--- src/rtl/sap_sequencer.sv ---
// sap_sequencer: Moore fetch/decode/execute controller (CLK,RESET,RUN,OPCODE,MEM_ACK in; bus strobes,ALU_OP,HALTED,FAULT,STATE,RETIRED out)
module sap_sequencer #(
  parameter int WAIT_MAX = 255
) (
  input  logic       CLK,
  input  logic       RESET,
  input  logic       RUN,
  input  logic [3:0] OPCODE,
  input  logic       MEM_ACK,
  output logic       OE_PC,
  output logic       PC_INC,
  output logic       WE_MAR,
  output logic       MEM_RD,
  output logic       OE_MEM,
  output logic       WE_IR,
  output logic       OE_IR,
  output logic       WE_ACC,
  output logic       OE_ACC,
  output logic       WE_BREG,
  output logic       OE_ALU,
  output logic [2:0] ALU_OP,
  output logic       WE_OR,
  output logic       HALTED,
  output logic       FAULT,
  output logic [3:0] STATE,
  output logic [7:0] RETIRED
);
  typedef enum logic [3:0] {
    s_idle, s_f_addr, s_f_wait, s_f_load, s_decode, s_o_addr,
    s_o_wait, s_o_load, s_alu_wb, s_out, s_halt, s_fault
  } state_t;
  state_t state, state_nx;
  logic [7:0] wait_cnt;
  logic [3:0] op;
  logic timeout, fin, retire, in_wait;
  assign in_wait = state == s_f_wait || state == s_o_wait;
  assign timeout = wait_cnt == 8'(WAIT_MAX - 1) && !MEM_ACK;
  assign fin = (state == s_decode && OPCODE == 4'h9) || (state == s_o_load && op == 4'h0) ||
               state == s_alu_wb || state == s_out;
  assign retire = fin || (state == s_decode && OPCODE == 4'hF);
  always_ff @(posedge CLK) begin
    if (RESET) begin
      state <= s_idle;
      wait_cnt <= 8'd0;
      RETIRED <= 8'd0;
      op <= 4'd0;
    end else begin
      state <= state_nx;
      wait_cnt <= in_wait ? wait_cnt + 8'd1 : 8'd0;
      RETIRED <= RETIRED + 8'(retire);
      op <= state == s_decode ? OPCODE : op;
    end
  end
  always_comb begin
    state_nx = state;
    case (state)
      s_idle:   state_nx = RUN ? s_f_addr : s_idle;
      s_f_addr: state_nx = s_f_wait;
      s_f_wait: state_nx = MEM_ACK ? s_f_load : timeout ? s_fault : s_f_wait;
      s_f_load: state_nx = s_decode;
      s_decode: state_nx = OPCODE <= 4'd5 ? s_o_addr : OPCODE <= 4'd8 ? s_alu_wb :
                           OPCODE == 4'hE ? s_out : OPCODE == 4'hF ? s_halt : s_fault;
      s_o_addr: state_nx = s_o_wait;
      s_o_wait: state_nx = MEM_ACK ? s_o_load : timeout ? s_fault : s_o_wait;
      s_o_load: state_nx = s_alu_wb;
      s_halt:   state_nx = s_halt;
      s_fault:  state_nx = s_fault;
      default:  state_nx = s_idle;
    endcase
    if (fin) state_nx = RUN ? s_f_addr : s_idle;
  end
  always_comb begin
    OE_PC = state == s_f_addr;
    PC_INC = state == s_f_load;
    WE_MAR = state == s_f_addr || state == s_o_addr;
    MEM_RD = state == s_f_wait || state == s_f_load || state == s_o_wait || state == s_o_load;
    OE_MEM = state == s_f_load || state == s_o_load;
    WE_IR = state == s_f_load;
    OE_IR = state == s_o_addr;
    WE_ACC = (state == s_o_load && op == 4'h0) || state == s_alu_wb;
    OE_ACC = state == s_out;
    WE_BREG = state == s_o_load && op != 4'h0;
    OE_ALU = state == s_alu_wb;
    ALU_OP = state != s_alu_wb ? 3'b000 :
             op == 4'h2 ? 3'b001 : op == 4'h3 ? 3'b101 : op == 4'h4 ? 3'b110 :
             op == 4'h5 ? 3'b111 : op == 4'h6 ? 3'b011 : op == 4'h7 ? 3'b010 :
             op == 4'h8 ? 3'b100 : 3'b000;
    WE_OR = state == s_out;
    HALTED = state == s_halt;
    FAULT = state == s_fault;
    STATE = state;
  end
endmodule

--- config.mk ---
export PLATFORM = sky130hd
export DESIGN_NAME = sap_sequencer
export DESIGN_NICKNAME = d
export VERILOG_FILES = /design/src/rtl/sap_sequencer.sv
export SDC_FILE = /design/constraint.sdc
export NUM_CORES = 1
export LEC_CHECK = 0
export CAP_MARGIN = 25
export CORE_MARGIN = 3
export CORE_UTILIZATION = 42
export CTS_CLUSTER_SIZE = 28
export DETAILED_ROUTE_END_ITERATION = 8
export PLACE_DENSITY = 0.74
export SYNTH_ARGS = -nofsm -noshare
export SYNTH_HDL_FRONTEND = slang
export SYNTH_SLANG_ARGS = --single-unit
--- constraint.sdc ---
create_clock -name CLK -period 5.2 [get_ports CLK]
set_input_delay 1.04 -clock CLK [delete_from_list [all_inputs] [get_ports CLK]]
set_output_delay 1.04 -clock CLK [all_outputs]
set_load 0.02 [all_outputs]
==> flow_summary.json <==
{
  "vias": 1241,
  "utilization_pct": 57.6,
  "end_kind": "output pin",
  "synth_seq_cells": 24,
  "insertedDiodeCount": 0,
  "max-cap-violations": 0,
  "ctsResizeCount": 0,
  "cts_buffers": 3,
  "core_area_mm2": 0.00313,
  "fp-row-count": 20,
  "synth_enable_flop_cells": 0,
  "max_freq_mhz": 279,
  "antenna_found_initial": 0,
  "crit_end": "ALU_OP[1]",
  "synth_top_area_share_pct": 34.0,
  "r2r_cells": 6,
  "hold_viol_final": 0,
  "synth-warning-count": 0,
  "die_area_mm2": 0.00410,
  "rr_startpoint": "STATE[1]",
  "die_height_um": 64.0,
  "reg2reg_to": "RETIRED[6]",
  "path_clk_slew_ns": 0.12,
  "hold_path_class": "register to register",
  "cts_hold_buffers": 0,
  "syn_area_mm2": 0.00141,
  "r2r_setup_slack_ns": 2.53,
  "first_pass_iters": 4,
  "maxSlewViolCount": 0,
  "wl_per_cell_um": 12.6,
  "ioPinCount": 37,
  "syn_to_final_growth_pct": 27.6,
  "portBuffers": 36,
  "grt_first_pass_wirelength_um": 5210,
  "worst_pin_slew_ns": 0.591,
  "syn-num-nets": 180,
  "die_w_um": 64.0,
  "grt_max_degree": 17,
  "p_leak_nw": 0.653,
  "htreeDepth": 1,
  "synthTopCellsByArea": "dfxtp_1, nor2_1, xor2_1",
  "startpoint": "STATE[3]",
  "crit_required_ns": 4.16,
  "start_util_pct": 45.2,
  "synth_ff_type": "dfxtp_1",
  "clock_latency_ns": 0.31,
  "netlist_instances": 168,
  "grt_pass1_vias": 1193,
  "vias_per_cell": 5.11,
  "yosysSeqAreaShare_pct": 34.0,
  "fin_crit_sh_pct": 68.9,
  "cts-root-buf": "clkbuf_4",
  "clkSinkCount": 24,
  "drc": 0,
  "crit_type": "register to output pin",
  "drt_iter0_markers": 69,
  "layout-drive-gt1-share_pct": 8.04,
  "ir_drop_v": 0.000108,
  "power_density_mw_per_mm2": 203,
  "arrival_ns": 2.54,
  "drt_wl_total_um": 3060,
  "slew_headroom_pct": 60.5,
  "track_usage_pct": 15.6,
  "synth_common_cells": "nor2_1, dfxtp_1, nand2_1",
  "status": "complete, no violations",
  "synthDistinctLibCells": 47,
  "place.gp.congestion": 0.784,
  "fin_skew_ns": 0.00782,
  "fin_crit_ns": 3.58,
  "synthArstFlopShare_pct": 0,
  "setup_violations": 0,
  "cp_max_fo": 15,
  "avgSynthCellArea_um2": 8.41,
  "final_nets": 212,
  "fin_tns_setup_ns": 0,
  "ant_nets": 0,
  "cts_tree": "done",
  "hpwlAfterDp_um": 2350,
  "cp-start-kind": "register",
  "postCtsSetupBuffers": 0,
  "rsz0062_at_grt": "false",
  "clockBufferDepth": 2,
  "synth_top_area_cell": "dfxtp_1",
  "grt-ovfl-total": 0,
  "synth.most_common_cell": "nor2_1"
}
==> critical path, cell delays in order (launching register included) <==
cell             delay [ns]
dfxtp_1                0.63
or2b_4                 0.37
or3_1                  0.40
nor3b_1                0.20
clkdlybuf4s50_1        0.63
==> area by class of cell <==
class / instances / area (um2)
fill: 297 / 1330
multi-input combinational: 127 / 841
sequential: 24 / 480
timing repair buffer: 36 / 360
tap: 44 / 55.1
clock buffer: 4 / 36.3
inverter: 8 / 30.0
==> registers in the layout (all words and copies together), names as in the netlist <==
signal / count
STATE: 4
op: 4
wait_cnt: 8
RETIRED: 8
==> metal layers <==
layer,part of all wire (%),vias to the layer above,wire length (um),global-route usage (%)
li1,-,638,-,-
met1,44,577,1360,17.7
met2,50,24,1540,29.5
met3,4.6,2,141,2.28
met4,0.69,0,21,4.85
met5,0,-,0,0
==> logic make-up (layout without fill, tap and decap cells) <==
family / Yosys count / in the layout / synth area share, %
AOI/OAI and AO/OA: 26 / 26 / 14.7
xor gates and xnor gates: 14 / 14 / 8.68
adders and majority gates: 4 / 4 / 3.54
buffers and inverters: 17 / 48 / 6.47
DFF: 24 / 24 / 34.0
muxes: 1 / 1 / 0.709
and+or+nand+nor: 82 / 82 / 31.9
==> report_power, final <==
group / internal [W] / leakage [nW] / switching (W)
registers: 0.000188 / 0.194 / 0.0000126
clock network: 0.0000427 / 0.0210 / 0.0000545
logic: 0.0000336 / 0.438 / 0.0000351
==> worst min-delay path by stage <==
stage	start	end	slack, ns	cells past startpoint
5_1_grt	wait_cnt[0]	wait_cnt[0]	0.55	1
6_report	wait_cnt[0]	wait_cnt[0]	0.51	1
3_3_place_gp	wait_cnt[0]	wait_cnt[0]	0.48	1
2_1_floorplan	wait_cnt[0]	wait_cnt[0]	0.45	1
4_1_cts	wait_cnt[0]	wait_cnt[0]	0.52	1
3_5_place_dp	wait_cnt[0]	wait_cnt[0]	0.49	1
==> cells in the final DEF (no fill, tap or decap), types with 2 or more instances in the layout <==
cell,netlist,layout
clkdlybuf4s50_1,0,36
nand4_1,4,4
or4b_1,2,2
clkbuf_4,0,3
ha_1,4,4
nor2_1,25,25
dfxtp_1,24,24
and3_1,2,2
nand2_1,14,14
nand2b_1,3,3
xor2_1,10,10
nor3b_1,2,2
a21oi_1,9,9
nor2b_1,4,4
nor3_1,4,4
or3_1,4,4
inv_1,8,8
nand3_1,6,6
o21ai_0,4,4
or2_2,2,2
xnor2_1,4,4
==> per-stage QoR <==
step	setup slack [ns]	hold WS (ns)	total power (W)	instances	cell area [um2]
final	1.62	0.512	0.000367	243	1800
after CTS	1.62	0.520	0.000374	243	1800
after floorplan	2.41	0.453	0.000249	168	1410
after global routing	1.49	0.551	0.000387	243	1800
after global placement	2.07	0.479	0.000273	239	1770
after detailed placement	1.99	0.489	0.000274	239	1770
No activity file was read; power rests on OpenSTA's default activity.
